### src/rtl/acoustics_uart_rx_if.sv
// Serial line and received-byte strobes between the UART receiver and its consumer.
interface acoustics_uart_rx_if;
    logic       rx;
    logic       rx_ready;
    logic [7:0] rx_data;
    logic       rx_frame_err;
    logic       rx_busy;

    modport master (
        input  rx,
        output rx_ready,
        output rx_data,
        output rx_frame_err,
        output rx_busy
    );

    modport slave (
        output rx,
        input  rx_ready,
        input  rx_data,
        input  rx_frame_err,
        input  rx_busy
    );
endinterface

### src/rtl/acoustics_uart_rx.sv
// 8N1 UART receiver for the PC command link; one-cycle rx_ready / rx_frame_err strobes.
// Define ACOUSTICS_UART_RX_MAJORITY_EN for 3-sample majority voting at each sample point.
module acoustics_uart_rx #(
    parameter int unsigned CLKS_PER_BIT = 434
) (
    input  logic                clk,
    input  logic                reset_b,
    acoustics_uart_rx_if.master bus
);

    localparam int unsigned CNT_W = 16;
    localparam int unsigned HALF  = CLKS_PER_BIT / 2;
`ifdef ACOUSTICS_UART_RX_MAJORITY_EN
    // Vote is resolved one cycle after the nominal point, so the start phase is one longer.
    localparam logic [CNT_W-1:0] START_LAST = CNT_W'(HALF);
`else
    localparam logic [CNT_W-1:0] START_LAST = CNT_W'(HALF - 1);
`endif
    localparam logic [CNT_W-1:0] BIT_LAST = CNT_W'(CLKS_PER_BIT - 1);

    typedef enum logic [2:0] {
        IDLE,
        START,
        DATA,
        STOP,
        BRK
    } state_t;

    state_t           state;
    logic [1:0]       sync;
    logic             rx_s;
    logic             samp;
    logic [CNT_W-1:0] clk_cnt;
    logic [2:0]       bit_cnt;
    logic [7:0]       shift;

    assign rx_s = sync[1];

    always_ff @(posedge clk or negedge reset_b) begin
        if (!reset_b) sync <= 2'b11;
        else          sync <= {sync[0], bus.rx};
    end

`ifdef ACOUSTICS_UART_RX_MAJORITY_EN
    logic [1:0] hist;

    always_ff @(posedge clk or negedge reset_b) begin
        if (!reset_b) hist <= 2'b11;
        else          hist <= {hist[0], rx_s};
    end

    // Majority of rx_s at the previous three cycles, centred on the cycle before this one.
    assign samp = (hist[1] & hist[0]) | (hist[1] & rx_s) | (hist[0] & rx_s);
`else
    assign samp = rx_s;
`endif

    always_ff @(posedge clk or negedge reset_b) begin
        if (!reset_b) begin
            state            <= IDLE;
            clk_cnt          <= '0;
            bit_cnt          <= '0;
            shift            <= '0;
            bus.rx_data      <= 8'h00;
            bus.rx_ready     <= 1'b0;
            bus.rx_frame_err <= 1'b0;
            bus.rx_busy      <= 1'b0;
        end else begin
            bus.rx_ready     <= 1'b0;
            bus.rx_frame_err <= 1'b0;
            case (state)
                IDLE: begin
                    clk_cnt <= '0;
                    bit_cnt <= '0;
                    if (!rx_s) begin
                        state       <= START;
                        bus.rx_busy <= 1'b1;
                    end
                end
                START: begin
                    if (clk_cnt == START_LAST) begin
                        clk_cnt <= '0;
                        if (!samp) begin
                            state <= DATA;
                        end else begin
                            state       <= IDLE;
                            bus.rx_busy <= 1'b0;
                        end
                    end else begin
                        clk_cnt <= clk_cnt + CNT_W'(1);
                    end
                end
                DATA: begin
                    if (clk_cnt == BIT_LAST) begin
                        clk_cnt        <= '0;
                        shift[bit_cnt] <= samp;
                        bit_cnt        <= bit_cnt + 3'd1;
                        if (bit_cnt == 3'd7) state <= STOP;
                    end else begin
                        clk_cnt <= clk_cnt + CNT_W'(1);
                    end
                end
                STOP: begin
                    if (clk_cnt == BIT_LAST) begin
                        clk_cnt <= '0;
                        if (samp) begin
                            bus.rx_data  <= shift;
                            bus.rx_ready <= 1'b1;
                            bus.rx_busy  <= 1'b0;
                            state        <= IDLE;
                        end else begin
                            bus.rx_frame_err <= 1'b1;
                            state            <= BRK;
                        end
                    end else begin
                        clk_cnt <= clk_cnt + CNT_W'(1);
                    end
                end
                BRK: begin
                    // Held-low line: stay here silently until it returns high.
                    if (rx_s) begin
                        state       <= IDLE;
                        bus.rx_busy <= 1'b0;
                    end
                end
                default: begin
                    state       <= IDLE;
                    bus.rx_busy <= 1'b0;
                end
            endcase
        end
    end

endmodule
### src/flat_wrapper.sv
// flat-port wrapper written by rule: the top's interface ports become plain ports
module acoustics_uart_rx_flat 
#(
    parameter int unsigned CLKS_PER_BIT = 434
)
  (clk, reset_b, bus_rx, bus_rx_ready, bus_rx_data, bus_rx_frame_err, bus_rx_busy);
  acoustics_uart_rx_if bus_i ();
  input  logic clk;
  input  logic reset_b;
  input wire logic [$bits(bus_i.rx)-1:0] bus_rx;
  output wire logic [$bits(bus_i.rx_ready)-1:0] bus_rx_ready;
  output wire logic [$bits(bus_i.rx_data)-1:0] bus_rx_data;
  output wire logic [$bits(bus_i.rx_frame_err)-1:0] bus_rx_frame_err;
  output wire logic [$bits(bus_i.rx_busy)-1:0] bus_rx_busy;
  assign bus_i.rx = bus_rx;
  assign bus_rx_ready = bus_i.rx_ready;
  assign bus_rx_data = bus_i.rx_data;
  assign bus_rx_frame_err = bus_i.rx_frame_err;
  assign bus_rx_busy = bus_i.rx_busy;
  acoustics_uart_rx #(.CLKS_PER_BIT(CLKS_PER_BIT)) u_core (.clk(clk), .reset_b(reset_b), .bus(bus_i));
endmodule
### config.mk
export PLATFORM = sky130hd
export DESIGN_NAME = acoustics_uart_rx_flat
export DESIGN_NICKNAME = d
export VERILOG_FILES = /design/src/rtl/acoustics_uart_rx_if.sv /design/src/rtl/acoustics_uart_rx.sv /design/src/flat_wrapper.sv
export SDC_FILE = /design/constraint.sdc
export NUM_CORES = 1
export LEC_CHECK = 0
export ABC_CLOCK_PERIOD_IN_PS = 3000
export BUFFER_PORTS_ARGS = -buffer_cell sky130_fd_sc_hd__buf_2
export CORE_MARGIN = 2
export CORE_UTILIZATION = 59
export DETAILED_ROUTE_END_ITERATION = 16
export PLACE_DENSITY = 0.75
export SETUP_SLACK_MARGIN = 0.4
export SYNTH_ARGS = -nofsm -noshare
export SYNTH_HDL_FRONTEND = slang
export SYNTH_SLANG_ARGS = --single-unit
### constraint.sdc
create_clock -name clk -period 3 [get_ports clk]
set_input_delay 0.75 -clock clk [delete_from_list [all_inputs] [get_ports clk]]
set_output_delay 0.75 -clock clk [all_outputs]
set_load 0.02 [all_outputs]
==> results.md <==
- Status: complete, no violations
- Layout Nets: between 200 and 250
- Register area share after synthesis: a little under 50%
- DR iter-0 viols: 83
- Syn_area_per_cell: ~10 µm²
- Crit path kind: reg2reg
- Fin util: 65.3%
- Tot Pwr: 952 µW
- TritonCTS buffer count: 5
- Total vias in the final route: roughly 1,600
- TritonCTS Sinks: 43
- Clk pwr share: 37.0%
- Post-route setup TNS: 0 ps
- Comb power frac: about 1.6%
- WL/cell: ~15 µm
- Routing usage on met2: roughly a third
- Longest Clk Path Bufs: 2
- CTS tree: yes
- YS warnings: 0
- Net switching power: between 200 and 250 µW
- I/O Buffers: 13
- Crit path arrival time: ~2500 ps
- CTS clk-pin slew, worst paths: roughly 80 ps
- First-pass GRT wire length: 7.06 mm
- H-tree depth: 2
- Initial Utilization: just over 60%
- Post_cts resized: 0
- CP Capture Type: flip-flop
- Most used flip-flop cell after synthesis: dfrtp_1
- # setup viols final: 0
- DRT Pass-1 Iters: 4
- Die area: between 4000 and 5000 µm²
- Max-cap viol count: 0
- Count of final hold-check violations: 0
- GRT busiest layer: met2
- Fmax: roughly 430 MHz
- Share of cells above drive strength 1: roughly a fifth
- Commonest non-fill, non-tap cells in the layout: dfrtp_1, nand2_1, nor2_1, mux2_2, buf_2
- Vias in the first global route: between 1,000 and 1,500
- Hpwl dp: approximately 2.8 mm
- Worst slew margin: 39.2%
- WP data required: 3180 ps
- Clock Tree Root: clkbuf_8
- Cell Rows: 22
- DRC: 0
- LEAKAGE: about 0.0011 µW
- Total GRT Usage: between 20% and 30%
- Post-route insts no fill: 268
- Io pins: 14
- Worst Max-Slew Pin Slew: roughly 910 ps
- Worst Path Max Fanout: 8
- Met1 usage: 32.0%
- Cts hold-fix bufs: 0
- Synth top area cells: dfrtp_1, mux2_2, nand2_1
- Initial antenna violation count: 0
- Max VDD drop: roughly 0.24 mV
- Number of synthesized flops with an enable pin: 0
- Largest net degree at the start of global routing: 44
- RSZ-0062 raised after global routing: false
- Area growth syn-to-layout: 7.73%
- Met3 global-route usage: approximately 4.2%
- Die extent in y: about 65 µm
- HP Class: reg2reg
- DR vias/cell: between 5 and 6
- Core footprint: ~3600 µm²
- Startpoint class of the critical path: flip-flop
- Final setup skew: between 7 and 8 ps
- Power per cell area: 404 nW/µm²
- Most common cell after layout, fill and taps aside: dfrtp_1
- Synth top area share: between 40% and 50%
- Setup Buffers After CTS: 0
- Post-synth ARST share: 100%
- GR Overflow Total: 0
- Final worst path period need: 2320 ps
- Max Slew Vio Count: 0
- Placed Cells: 260
- Post-synth net total: 217
- Cell taking the most area after synthesis: dfrtp_1
- P_int: between 700 and 800 µW
- Synthesized area: ~2200 µm²
- Syn Inst Count: around 210
- Clk_lat worst skew: 290 ps
- Ant diodes: 0
- Final period utilization: between 70 and 80%
- GPL Wtd Cong: between 0.8 and 0.9
- Die Wd: ~65 µm
- Final WL: 3.96 mm
- Post-DRT Antenna Nets: 0
- Netlist cell types: around 40
- Sw Ratio: 21.5%
- Fill cells: 304
- #FFs+latches synth: 43
- Flop pwr share: between 60% and 70%
==> final cells by class <==
type / instances / area, µm² / area share (%)
Sequential cell: 43 / 1080 / 45.8
Multi-Input combinational cell: 149 / 1030 / 44.0
Clock buffer: 6 / 72.6 / 3.08
Tap cell: 48 / 60.1 / 2.55
Timing Repair Buffer: 14 / 72.6 / 3.08
Clock inverter: 2 / 12.5 / 0.532
Inverter: 6 / 22.5 / 0.957
==> power by group through the flow <==
| stage | Sequential, µW | Combinational, µW | Clock (µW) |
|---|---|---|---|
| CTS | 585 | 16.0 | 368 |
| global route | 585 | 18.2 | 389 |
| finish | 585 | 14.8 | 352 |
| floorplan | 594 | 4.46 | 0 |
| global placement | 596 | 15.4 | 0 |
| detailed placement | 596 | 15.9 | 0 |
==> worst max-delay path, stage by stage, from the launching register on <==
cell	delay, ps
dfrtp_1	470
nor4_4	370
nand4_4	200
or3_1	530
nor4b_4	290
mux2_1	340
==> state kept, by name, summed over array words and instances (netlist names) <==
name and cells:
u_core.bus.rx_ready 1, u_core.state 3, u_core.bus.rx_data 8, u_core.sync 2
u_core.bus.rx_busy 1, u_core.bit_cnt 3, u_core.bus.rx_frame_err 1, u_core.clk_cnt 16
u_core.shift 8
==> cells by family (layout without fill, tap and decap cells) <==
logic type | after synthesis | in the layout | share of synthesized area [%]
simple gates | 88 | 88 | 22.8
flops | 43 | 43 | 49.4
compound gates | 31 | 31 | 9.62
mux | 19 | 19 | 9.68
buf+inv | 17 | 28 | 3.26
xor+xnor | 6 | 6 | 2.41
fa+ha+maj | 5 | 5 | 2.86
==> cell usage after synthesis, types with 2 or more instances <==
cell type  number
a22o_1          5
a41oi_1         3
dfstp_2         2
a31oi_1         5
nor2b_1         2
o21ai_0         6
inv_1           5
a21o_1          2
nor3_1          7
nor4_4          2
mux2_2         16
nor2_1         19
xor2_1          3
ha_1            5
dfrtp_1        41
buf_1           3
clkbuf_1        7
a21oi_1         6
nand3b_1        2
xnor2_1         3
mux2i_1         2
nand3_1        12
and3_1          2
nand2_1        28
nand4b_1        2
nand4_1         4
==> metal layers <==
| metal | wire length (µm) | vias up |
|---|---|---|
| met3 | 111 | 9 |
| met4 | 48 | 0 |
| met2 | 1870 | 21 |
| met1 | 1930 | 761 |
| li1 | - | 772 |
| met5 | 0 | - |
==> metrics by stage <==
stage | area (µm²) | hold WS [ps] | setup slack, ps
2_1_floorplan | 2180 | 345 | 841
3_3_place_gp | 2270 | 350 | 746
3_5_place_dp | 2270 | 349 | 687
4_1_cts | 2350 | 360 | 676
5_1_grt | 2350 | 360 | 509
6_report | 2350 | 357 | 683
==> path summary, 6_finish.rpt <==
check / start / endpoint / slack, ps / cells after the start
min in group asynchronous: reset_b / u_core.clk_cnt[15] / 580 / 1
worst min-delay path: u_core.sync[0] / u_core.sync[1] / 360 / 0
worst min register to register: u_core.sync[0] / u_core.sync[1] / 360 / 0
max in group asynchronous: reset_b / u_core.bus.rx_data[7] / 1840 / 1
worst max register to register: u_core.clk_cnt[9] / u_core.shift[1] / 680 / 5
worst max-delay path: u_core.clk_cnt[9] / u_core.shift[1] / 680 / 5
Power figures use the tool's default switching activity.
